--- src/rtl/cpu_pkg.sv ---
// Shared types and defaults for the multi-cycle cpu.
package cpu_pkg;

  typedef enum logic [1:0] {
    REQ  = 2'd0,
    WAIT = 2'd1,
    HOLD = 2'd2,
    DROP = 2'd3
  } fetch_state_t;

  localparam int          XLEN_DEFAULT     = 32;
  localparam logic [31:0] RESET_PC_DEFAULT = 32'h0000_0000;
  localparam int          INSTR_BYTES      = 4;

endpackage

--- src/rtl/fetch_stage.sv ---
// Instruction fetch: owns the PC, fetches words over req/gnt/rvalid and hands
// {instr, pc, pc+4} to decode; redirects discard any in-flight fetch.
module fetch_stage
  import cpu_pkg::*;
#(
  parameter int             XLEN     = XLEN_DEFAULT,
  parameter logic [XLEN-1:0] RESET_PC = XLEN'(RESET_PC_DEFAULT)
) (
  input  logic            clk,
  input  logic            rst,
  output logic            imem_req,
  output logic [XLEN-1:0] imem_addr,
  input  logic            imem_gnt,
  input  logic            imem_rvalid,
  input  logic [XLEN-1:0] imem_rdata,
  input  logic            redirect,
  input  logic [XLEN-1:0] redirect_pc,
  output logic            id_valid,
  input  logic            id_ready,
  output logic [XLEN-1:0] id_instr,
  output logic [XLEN-1:0] id_pc,
  output logic [XLEN-1:0] id_pc_plus4
);

  fetch_state_t    state, nextState;
  logic [XLEN-1:0] pc, pcNext;
  logic [XLEN-1:0] pcPlus4;
  logic [XLEN-1:0] redirectAligned;
  logic            loadId;
  logic            clearValid;

  assign pcPlus4         = pc + XLEN'(INSTR_BYTES);
  assign redirectAligned = redirect_pc & ~XLEN'(3);

  assign imem_req  = (state == REQ) && !rst;
  assign imem_addr = pc;

  always_comb begin
    nextState  = state;
    pcNext     = pc;
    loadId     = 1'b0;
    clearValid = 1'b0;
    unique case (state)
      REQ: begin
        if (redirect) begin
          pcNext    = redirectAligned;
          nextState = imem_gnt ? DROP : REQ;
        end else if (imem_gnt) begin
          nextState = WAIT;
        end
      end
      WAIT: begin
        if (redirect) begin
          pcNext    = redirectAligned;
          nextState = imem_rvalid ? REQ : DROP;
        end else if (imem_rvalid) begin
          loadId    = 1'b1;
          pcNext    = pcPlus4;
          nextState = HOLD;
        end
      end
      HOLD: begin
        if (redirect) begin
          clearValid = 1'b1;
          pcNext     = redirectAligned;
          nextState  = REQ;
        end else if (id_ready) begin
          clearValid = 1'b1;
          nextState  = REQ;
        end
      end
      DROP: begin
        // Stale response is swallowed; only its arrival matters.
        if (redirect) pcNext = redirectAligned;
        if (imem_rvalid) nextState = REQ;
      end
      default: nextState = REQ;
    endcase
  end

  always_ff @(posedge clk) begin
    if (rst) begin
      state       <= REQ;
      pc          <= RESET_PC;
      id_valid    <= 1'b0;
      id_instr    <= '0;
      id_pc       <= '0;
      id_pc_plus4 <= '0;
    end else begin
      state <= nextState;
      pc    <= pcNext;
      if (loadId) begin
        id_valid    <= 1'b1;
        id_instr    <= imem_rdata;
        id_pc       <= pc;
        id_pc_plus4 <= pcPlus4;
      end else if (clearValid) begin
        id_valid <= 1'b0;
      end
    end
  end

endmodule

--- config.mk ---
export PLATFORM = sky130hd
export DESIGN_NAME = fetch_stage
export DESIGN_NICKNAME = d
export VERILOG_FILES = /design/src/rtl/cpu_pkg.sv /design/src/rtl/fetch_stage.sv
export SDC_FILE = /design/constraint.sdc
export NUM_CORES = 1
export LEC_CHECK = 0
export CAP_MARGIN = 30
export CORE_MARGIN = 8
export CORE_UTILIZATION = 36
export CTS_CLUSTER_DIAMETER = 100
export DETAILED_ROUTE_END_ITERATION = 7
export PLACE_DENSITY = 0.76
export SETUP_SLACK_MARGIN = 0.5
export SLEW_MARGIN = 10
export SYNTH_ARGS = -nofsm -noshare
export SYNTH_HDL_FRONTEND = slang
export SYNTH_SLANG_ARGS = --single-unit
--- constraint.sdc ---
create_clock -name clk -period 2.5 [get_ports clk]
set_input_delay 0.5 -clock clk [delete_from_list [all_inputs] [get_ports clk]]
set_output_delay 0.5 -clock clk [all_outputs]
set_load 0.1 [all_outputs]
==> results of run 1 <==
-- state kept, by name, summed over array words and instances, names as in the netlist --
register,cells
id_pc_plus4,30
state,2
imem_addr,30
id_valid,1
id_pc,30
id_instr,32
-- cell families (layout without fill, tap and decap cells) --
group | count (synthesis) | count (layout)
simple gates | 306 | 306
buf+inv | 70 | 265
compound gates | 166 | 166
flops | 125 | 125
xor+xnor | 32 | 32
mux | 2 | 2
fa+ha+maj | 1 | 1
other cells | 1 | 6
-- synthesized netlist by cell type (3+ instances only) --
| library cell | n | share of area [%] |
|---|---|---|
| nor4_1 | 8 | 0.90 |
| and2_1 | 4 | 0.45 |
| dfxtp_1 | 125 | 45 |
| o31ai_1 | 3 | 0.41 |
| nor2_1 | 64 | 4.3 |
| o21ai_0 | 19 | 1.7 |
| buf_2 | 12 | 1.1 |
| or4_1 | 3 | 0.41 |
| nand3_1 | 11 | 0.99 |
| clkbuf_1 | 41 | 2.8 |
| xor2_1 | 11 | 1.7 |
| nand4_1 | 10 | 1.1 |
| a311oi_1 | 3 | 0.47 |
| buf_4 | 6 | 0.81 |
| and3_1 | 3 | 0.34 |
| buf_1 | 5 | 0.34 |
| o22ai_1 | 3 | 0.34 |
| inv_1 | 5 | 0.34 |
| xnor2_1 | 21 | 3.3 |
| nand2_1 | 156 | 11 |
| nor3_1 | 17 | 1.5 |
| a21oi_1 | 81 | 7.3 |
| nand2b_1 | 3 | 0.34 |
| or3_1 | 8 | 0.90 |
| o21a_1 | 6 | 0.81 |
| a211oi_1 | 31 | 4.2 |
-- metal layers --
layer	wire length, um	track usage, %	vias to the layer above
li1	-	-	2799
met1	7666	21.33	2577
met2	8325	27.63	185
met3	1861	8.529	27
met4	376	7.657	2
met5	17	0	-
-- timing repair --
action,CTS,global route
pin swaps,2,6
endpoints found under the setup margin,12,8
buffers inserted,0,13
resized for setup,3,1
-- critical path, delay by kind of cell, from the launching register on --
kind / cells / cell delay [ns]
fa+ha+maj: 1 / 0.17
flops: 1 / 0.38
compound gates: 1 / 0.13
simple gates: 4 / 1.21
-- cell type report --
type / instances / area (um2)
fill: 1358 / 6860
multi-input combinational: 513 / 2850
sequential: 125 / 2587
timing repair buffer: 230 / 1942
clock buffer: 28 / 591.8
tap: 188 / 235.2
clock inverter: 2 / 60.06
inverter: 5 / 18.77
-- worst paths after layout --
| kind | cells past startpoint | to | slack, ns |
|---|---|---|---|
| worst max-delay path | 6 | imem_addr[26] | 0.53 |
| worst min-delay path | 2 | id_instr[9] | 0.45 |
| worst max register to register | 6 | imem_addr[26] | 0.53 |
| worst min register to register | 2 | id_instr[9] | 0.45 |
-- power by group --
part	switching (mW)	internal (mW)
Combinational	0.842	0.341
Sequential	0.115	2.07
Clock	0.869	1.80
Total	1.83	4.22
==> metrics.txt, run 1 <==
initial antenna violation count=1; Cells after DPL=1048; Std-Cell Core Area=15150 um2; crit path time final=1.970 ns; Routability Congestion=0.7909; fmax=507.6 MHz; worst slack, placed=0.1547 ns; clk sinks=125; ys async rst share=0%; Syn Area/Cell=7.901 um2; Top FF cell, synth=dfxtp_1; maximum vdd ir drop=0.4426 mV; final hold vios=0; Clock Latency Late Sink=0.42 ns; GRT overflow=0; EDFF count, synth=0; pin count of the biggest net entering global routing=58; Final Cycle Share=78.81%; drt first pass iters=4; complex-gate fraction of the synthesized area=18.50%; Starting Density=36.67%; Area Growth Syn to Fin=49.18%; crit-path cells=ha_4 -> nand4_4 -> or3_4 -> or4_1 -> and3_4 -> a211oi_2; status=complete, no violations; share of cells above drive strength 1=26.69%; Max stage delay on crit path=0.48 ns; vias per std cell=5.124; Final Slew Violations=0; Root Driver=clkbuf_16; detailed-route wire length=18.25 mm; critical path required time=2.83 ns; final std cells w/o fill=1091; DRC viols=0; WL per Instance=16.73 um; CP max stage cell=or3_4; crit path DAT=2.30 ns; CP startpoint kind=flip-flop; fin area=8285 um2; layout net count=963; number of CTS-inserted buffers=17; Yosys cell types=60; max_cap viols=0; endpoints failing setup=0; post-place instance area=7515 um2; most frequent cells in the layout=buf_4, nand2_1, dfxtp_1, a21oi_1, clkdlybuf4s50_1; drt initial violations=312; Setup CP Type=flip-flop to flip-flop; HP Start=id_instr[9]; Adder-Cell Fraction of Synth Area=0.2253%; worst rel slew slack=59.62%; multiplexer share of the synthesized area=0.3604%; Seq/Total Area, Yosys=45.06%; Worst setup EP type=flip-flop; Antenna Diode Count=0; FF-to-FF Start=imem_addr[3]; FP Rows=45; vias in the first global route=5298; clock slew at reported path FFs=0.05 ns; Simple-Gate Fraction of Synth Area=25.21%; setup slack after layout=0.5298 ns; maximum root-to-sink buffer count=2; total power draw=6.043 mW; Via Count=5590; Overall Global Routing Usage=18.08%; setup TNS=0 ns; Slew @ Worst Pin=0.6002 ns; Ys Warns=0; Seq cells post-synth=125; # IOs=200; die area=19660 um2; largest family of logic cells by synthesized area=simple AND/OR/NAND/NOR gates; port bufs=191; Final Skew=0.008625 ns; Worst Hold Class=flip-flop to flip-flop; Syn Inst Count=703; die height=140.2 um; CTS tree=built; H-tree levels=4; hpwl dp=13.28 mm; Synth Cell Area=5554 um2; Hold Slack=0.4523 ns; XOR/XNOR Fraction of Synth Area=5.046%; CP max FO=8; leakage=3.142 nW; CTS hold repair buffers=0; crit path from=imem_addr[3]; commonest non-fill, non-tap cell in the layout=buf_4; RSZ-0062 raised after global routing=yes; Power per Cell Area=729.3 nW/um2; Post-DRT Antenna Nets=0; final core utilization=54.70%; Die X=140.2 um; first-pass GRT wire length=28.24 mm
(Power assumes the default switching activity.)
==> run 2: changes to the inputs <==
--- a/config.mk
+++ b/config.mk
@@ -10,7 +10,7 @@
 export CORE_UTILIZATION = 36
 export CTS_CLUSTER_DIAMETER = 100
 export DETAILED_ROUTE_END_ITERATION = 7
-export PLACE_DENSITY = 0.76
+export PLACE_DENSITY = 0.78
 export SETUP_SLACK_MARGIN = 0.5
 export SLEW_MARGIN = 10
 export SYNTH_ARGS = -nofsm -noshare
==> constraint.sdc (replaced) <==
create_clock -name clk -period 1.8 [get_ports clk]
set_input_delay 0.36 -clock clk [delete_from_list [all_inputs] [get_ports clk]]
set_output_delay 0.36 -clock clk [all_outputs]
set_load 0.1 [all_outputs]
==> run 2 against run 1 <==
  * The flow now finishes with violations (negative setup slack)
  * Combinational power increased to 2.5 times the previous value
  * Clock power grew 34%
  * Maximum frequency decreased by 23%
  * Power grew 59%
  * Largest power group unchanged
  * Flip-flop and latch count did not move
  * Register-to-register slack worse by 1.3 ns
==> metrics.txt, run 2 (synthesis results as in run 1) <==
fin area=13770 um2 (+66%); # IOs=200 (unchanged); Die X=140.2 um (unchanged); WHS Endpoint=id_instr[7]; first-pass GRT wire length=46.54 mm (+65%); maximum vdd ir drop=0.8138 mV (+84%); Routability Congestion=0.8902 (+13%); Post-DRT Antenna Nets=0 (unchanged); H-tree levels=4 (unchanged); endpoints failing setup=36 (+36); Final Cycle Share=143.0% (+64 points); register-to-register setup slack=-0.77 ns (-1.30 ns); Setup CP Type=flip-flop to flip-flop; Hold Crit Depth=2 (unchanged); HP Start=rst; Worst Hold Class=input port to flip-flop; worst slack, placed=-0.3263 ns (-0.4809 ns); crit path from=imem_addr[2]; FF-to-FF Start=imem_addr[2]; die height=140.2 um (unchanged); share of cells above drive strength 1=70.48% (+44 points); CP max FO=5 (-3); CTS tree=built; CP startpoint kind=flip-flop; setup TNS=-5.598 ns (-5.598 ns); Root Driver=clkbuf_16; commonest non-fill, non-tap cell in the layout=buf_12; GRT overflow=0 (unchanged); Overall Global Routing Usage=30.50% (+12 points); reg2reg end=imem_addr[14]; fmax=388.6 MHz (-23%); RSZ-0062 raised after global routing=yes; drt first pass iters=6 (+2); Starting Density=36.67% (unchanged); Reg with most FFs=id_instr; crit path DAT=2.82 ns (+0.52 ns); WL per Instance=30.67 um (+83%); max_cap viols=0 (unchanged); Power per Cell Area=697.1 nW/um2 (-4.4%); critical path required time=2.04 ns (-0.79 ns); Hold Slack=0.3589 ns (-0.09349 ns); die area=19660 um2 (unchanged); Worst setup EP type=flip-flop; layout net count=1170 (+21%); clock power share=37.4% (-6.8 points); Reg2Reg Depth=8 (+2); NetSw=3.334 mW (+83%); clk sinks=125 (unchanged); Final Slew Violations=0 (unchanged); vias in the first global route=8036 (+52%); FP Rows=45 (unchanged); Final Skew=0.01822 ns (+0.009593 ns); number of CTS-inserted buffers=17 (unchanged); vias per std cell=6.380 (+25%); port bufs=191 (unchanged); maximum root-to-sink buffer count=2 (unchanged); max reg flops=32 (unchanged); post-place instance area=9588 um2 (+28%); CTS hold repair buffers=0 (unchanged); hpwl dp=15.42 mm (+16%); sw frac=34.74% (+4.5 points); pin count of the biggest net entering global routing=27 (-53%); part of the power in combinational logic=30.9% (+11 points); Slew @ Worst Pin=0.9586 ns (+0.3584 ns); setup slack after layout=-0.7735 ns (-1.303 ns); drt initial violations=1032 (+230%); most frequent cells in the layout=buf_12, buf_4, nand2_1, dfxtp_2; Std-Cell Core Area=15150 um2 (unchanged); Area Growth Syn to Fin=147.9%; worst rel slew slack=35.71% (-24 points); Internal=6.265 mW (+49%); status=finished, violations left; Clock Latency Late Sink=0.46 ns (+0.04 ns); detailed-route wire length=39.88 mm (+120%); failing checks=negative setup slack; crit path time final=2.573 ns (+0.6033 ns); leakage=5.793 nW (+84%); sequential power share=31.7% (-4.5 points); clock slew at reported path FFs=0.06 ns (about the same); final hold vios=0 (unchanged); DRC viols=0 (unchanged); initial antenna violation count=1 (unchanged); Via Count=8294 (+48%)
[run 2: cell types whose count changed in the layout (fill, tap and decap cells not counted), sizes merged, moves of 2 or more]
cell and delta:
clkinv +3, clkdlybuf4s50 -2, clkbuf -3, bufbuf +2, buf +204
[run 2: cell type report]
cell class | instances | area [um2]
Inverter | 5 | 22.52
Multi-Input combinational cell | 514 | 4352
Clock inverter | 6 | 81.33
Fill cell | 434 | 1376
Clock buffer | 25 | 505.5
Timing Repair Buffer | 436 | 5804
Antenna cell | 1 | 2.502
Tap cell | 188 | 235.2
Sequential cell | 125 | 2766
[run 2: worst max path at each step]
stage	end	slack, ns	depth (start not counted)
floorplan	imem_addr[26]	-0.39	7
global placement	imem_addr[24]	-0.23	7
detailed placement	id_pc_plus4[11]	-0.33	7
CTS	imem_addr[26]	-0.04	6
global route	imem_addr[14]	-0.74	8
finish	imem_addr[14]	-0.77	8
[run 2: metal layers]
metal | track usage [%] | vias to the layer above | share of wire, %
met5 | 0 | - | 0
met1 | 31.92 | 3905 | 33
met2 | 50.59 | 859 | 46
met4 | 20.40 | 0 | 8.3
met3 | 11.38 | 319 | 13
li1 | - | 3211 | -
[run 2: critical path, stage by stage, from the launching register on]
cell	delay (ns)
dfxtp_4	0.38
ha_4	0.16
nand4_4	0.13
or3_4	0.46
buf_4	0.16
buf_6	0.12
a21oi_2	0.12
nor2_1	0.09
a211oi_1	0.76
[run 2: power by group through the flow]
stage / Combinational, mW / Clock [mW] / Sequential, mW
2_1_floorplan: 0.548 / 0 / 3.75
3_3_place_gp: 2.05 / 0 / 3.06
3_5_place_dp: 2.07 / 0 / 3.06
4_1_cts: 2.50 / 3.47 / 3.02
5_1_grt: 3.00 / 3.71 / 3.05
6_report: 2.96 / 3.59 / 3.04
[run 2: stage by stage]
step	total power, mW	util [%]	std cells
floorplan	4.295	-	708
global placement	5.106	63.30	1115
detailed placement	5.135	63.30	1115
global route	9.753	90.90	1299
finish	9.599	90.91	1300
CTS	8.992	81.88	1239
[run 2: timing repair]
action	in CTS	in global routing
setup buffers	80	60
setup endpoints to repair	248	248
pin swaps	103	96
hold endpoints to repair	0	0
gates resized for setup	376	211
gates cloned	13	0
==> edit: new RTL, settings of run 2 <==
Set the package constant `XLEN_DEFAULT` to 64 (it was 32).
--- a/src/rtl/cpu_pkg.sv
+++ b/src/rtl/cpu_pkg.sv
@@ -10,3 +10,3 @@
 
-  localparam int          XLEN_DEFAULT     = 32;
+  localparam int          XLEN_DEFAULT     = 64;
   localparam logic [31:0] RESET_PC_DEFAULT = 32'h0000_0000;
Interface: changed (6 resized); port bits go from 200 to 392. The function was not compared with the original's and may differ.
==> edit against run 2 <==
The run still ends with setup timing left. Sequential share of layout area grew 0.12 points. Routed wire length grew 94%. Synthesized cell count is 110% higher. Combinational power increased by 69%. Global-route usage up 0.62 points. Sequential cell count rose by 128. Final cell count increased by 97%. Maximum frequency up 4.4%. Setup slack gained 0.11 ns. Critical endpoint is now id_pc_plus4[56]. Area after synthesis increased by 110%. Power up 77%. Core utilization down 8.1 points. Critical path type unchanged. Design area rose by 90%.
==> edit: results (changes against run 2) <==
| Metric | Value |
|---|---|
| Status | `finished, violations left` |
| Failing checks | `setup timing` |
| Clock buffer depth | `3 (+1)` |
| Largest net degree at the start of global routing | `109 (+300%)` |
| Port Buf Inserts | `383 (+100%)` |
| Placed insts | `2,338 (+110%)` |
| End of the critical path | `id_pc_plus4[56]` |
| Post-DP HPWL | `39,570 microns (+160%)` |
| Setup slack after layout | `-0.6645 ns (+0.1090 ns)` |
| CP max FO | `7 (+2)` |
| Critical path arrival | `2.94 ns (+0.12 ns)` |
| Met2 GRT Util | `53.36% (+2.8 points)` |
| Routability cong. | `0.9259 (+4.0%)` |
| Antenna violations before repair | `12 (+11)` |
| # setup viols final | `112 (+210%)` |
| WL/cell | `30.27 microns (-1.3%)` |
| Largest register FFs | `64 (+100%)` |
| Worst Tran Pin Value | `0.8395 ns (-0.1191 ns)` |
| Reg2Reg Launch Point | `imem_addr[25]` |
| Via count | `16,154 (+95%)` |
| Pre-CTS setup slack | `-0.5431 ns (-0.2169 ns)` |
| Filler Cell Count | `1,382 (+220%)` |
| CTS buffer count | `28 (+11)` |
| GRT Util Overall | `31.12% (+0.62 points)` |
| LEAKAGE | `10.64 nW (+84%)` |
| Max IR drop VDD | `834.7 uV (+2.6%)` |
| Grt met3 use | `10.35% (-1.0 points)` |
| Post-synth top cells | `316 x nand2_1, 253 x dfxtp_1, 146 x a21oi_1` |
| Ranking of synthesized cells by area | `dfxtp_1 44%, nand2_1 10%, a21oi_1 6.3%` |
| Clock latency on the worst-skew pair | `0.58 ns (+0.12 ns)` |
| Crit path largest cell delay | `0.63 ns (-0.13 ns)` |
| Number of distinct library cells after synthesis | `68 (+13%)` |
| Met1 usage | `34.53% (+2.6 points)` |
| DRT iter0 DRCs | `2,117 (+110%)` |
| Fraction of the yosys area taken by sequential cells | `43.85% (-1.2 points)` |
| Vias in the first global route | `15,468 (+92%)` |
| Layout cells sized above 1 | `54.42% (-16 points)` |
==> edit: power breakdown <==
part	internal (mW)	switching (mW)	leakage [nW]
combinational	1.95	3.05	8.11
clock	3.28	2.64	0.433
sequential	5.79	0.281	2.09
==> edit: worst min-delay path by stage <==
stage,end,cells past startpoint
floorplan,imem_addr[58],2
global placement,id_instr[28],2
detailed placement,id_pc[16],2
CTS,id_pc[41],2
finish,imem_addr[44],2
global route,imem_addr[44],2
==> edit: logic make-up (layout without fill, tap and decap cells) <==
logic type	after synthesis	after routing	synth area share [%]
AND/OR/NAND/NOR	684	684	28.07
XOR/XNOR	65	65	4.929
buffers and inverters	167	831	5.968
AO/OA/AOI/OAI	293	293	15.75
flip-flops	253	253	43.85
adder cells (fa/ha/maj)	1	1	0.1083
multiplexers	15	15	1.300
other	1	14	0.03246
==> edit: per-stage QoR <==
stage	hold slack [ns]	TNS [ns]	instance area, sq um
2_1_floorplan	0.4861	-31.45	12470
3_3_place_gp	0.4785	-74.97	20340
3_5_place_dp	0.4861	-82.71	20340
4_1_cts	0.1708	-9.788	23590
5_1_grt	0.1895	-36.01	26120
6_report	0.1809	-31.71	26120
==> edit: what timing repair did <==
action	4_1_cts	5_1_grt
endpoints found under the setup margin	503	503
gates resized for setup	329	385
cloned	23	16
pin swaps	163	211
setup buffers	56	68
==> edit: area by class of cell <==
type | instances | area (sq um) | area share, %
clock inverters | 8 | 72.57 | 0.2778
flip-flops and latches | 253 | 5279 | 20.21
inverters | 10 | 37.54 | 0.1437
multi-input cells | 1064 | 8409 | 32.19
diodes | 8 | 20.02 | 0.07664
repair buffers | 772 | 10980 | 42.03
well taps | 402 | 503.0 | 1.926
clock buffers | 41 | 820.8 | 3.142
==> edit: layer usage <==
layer	vias up	part of all wire (%)
li1	6449	-
met1	7624	33
met2	1518	46
met3	557	13
met4	6	8.6
met5	-	0.048
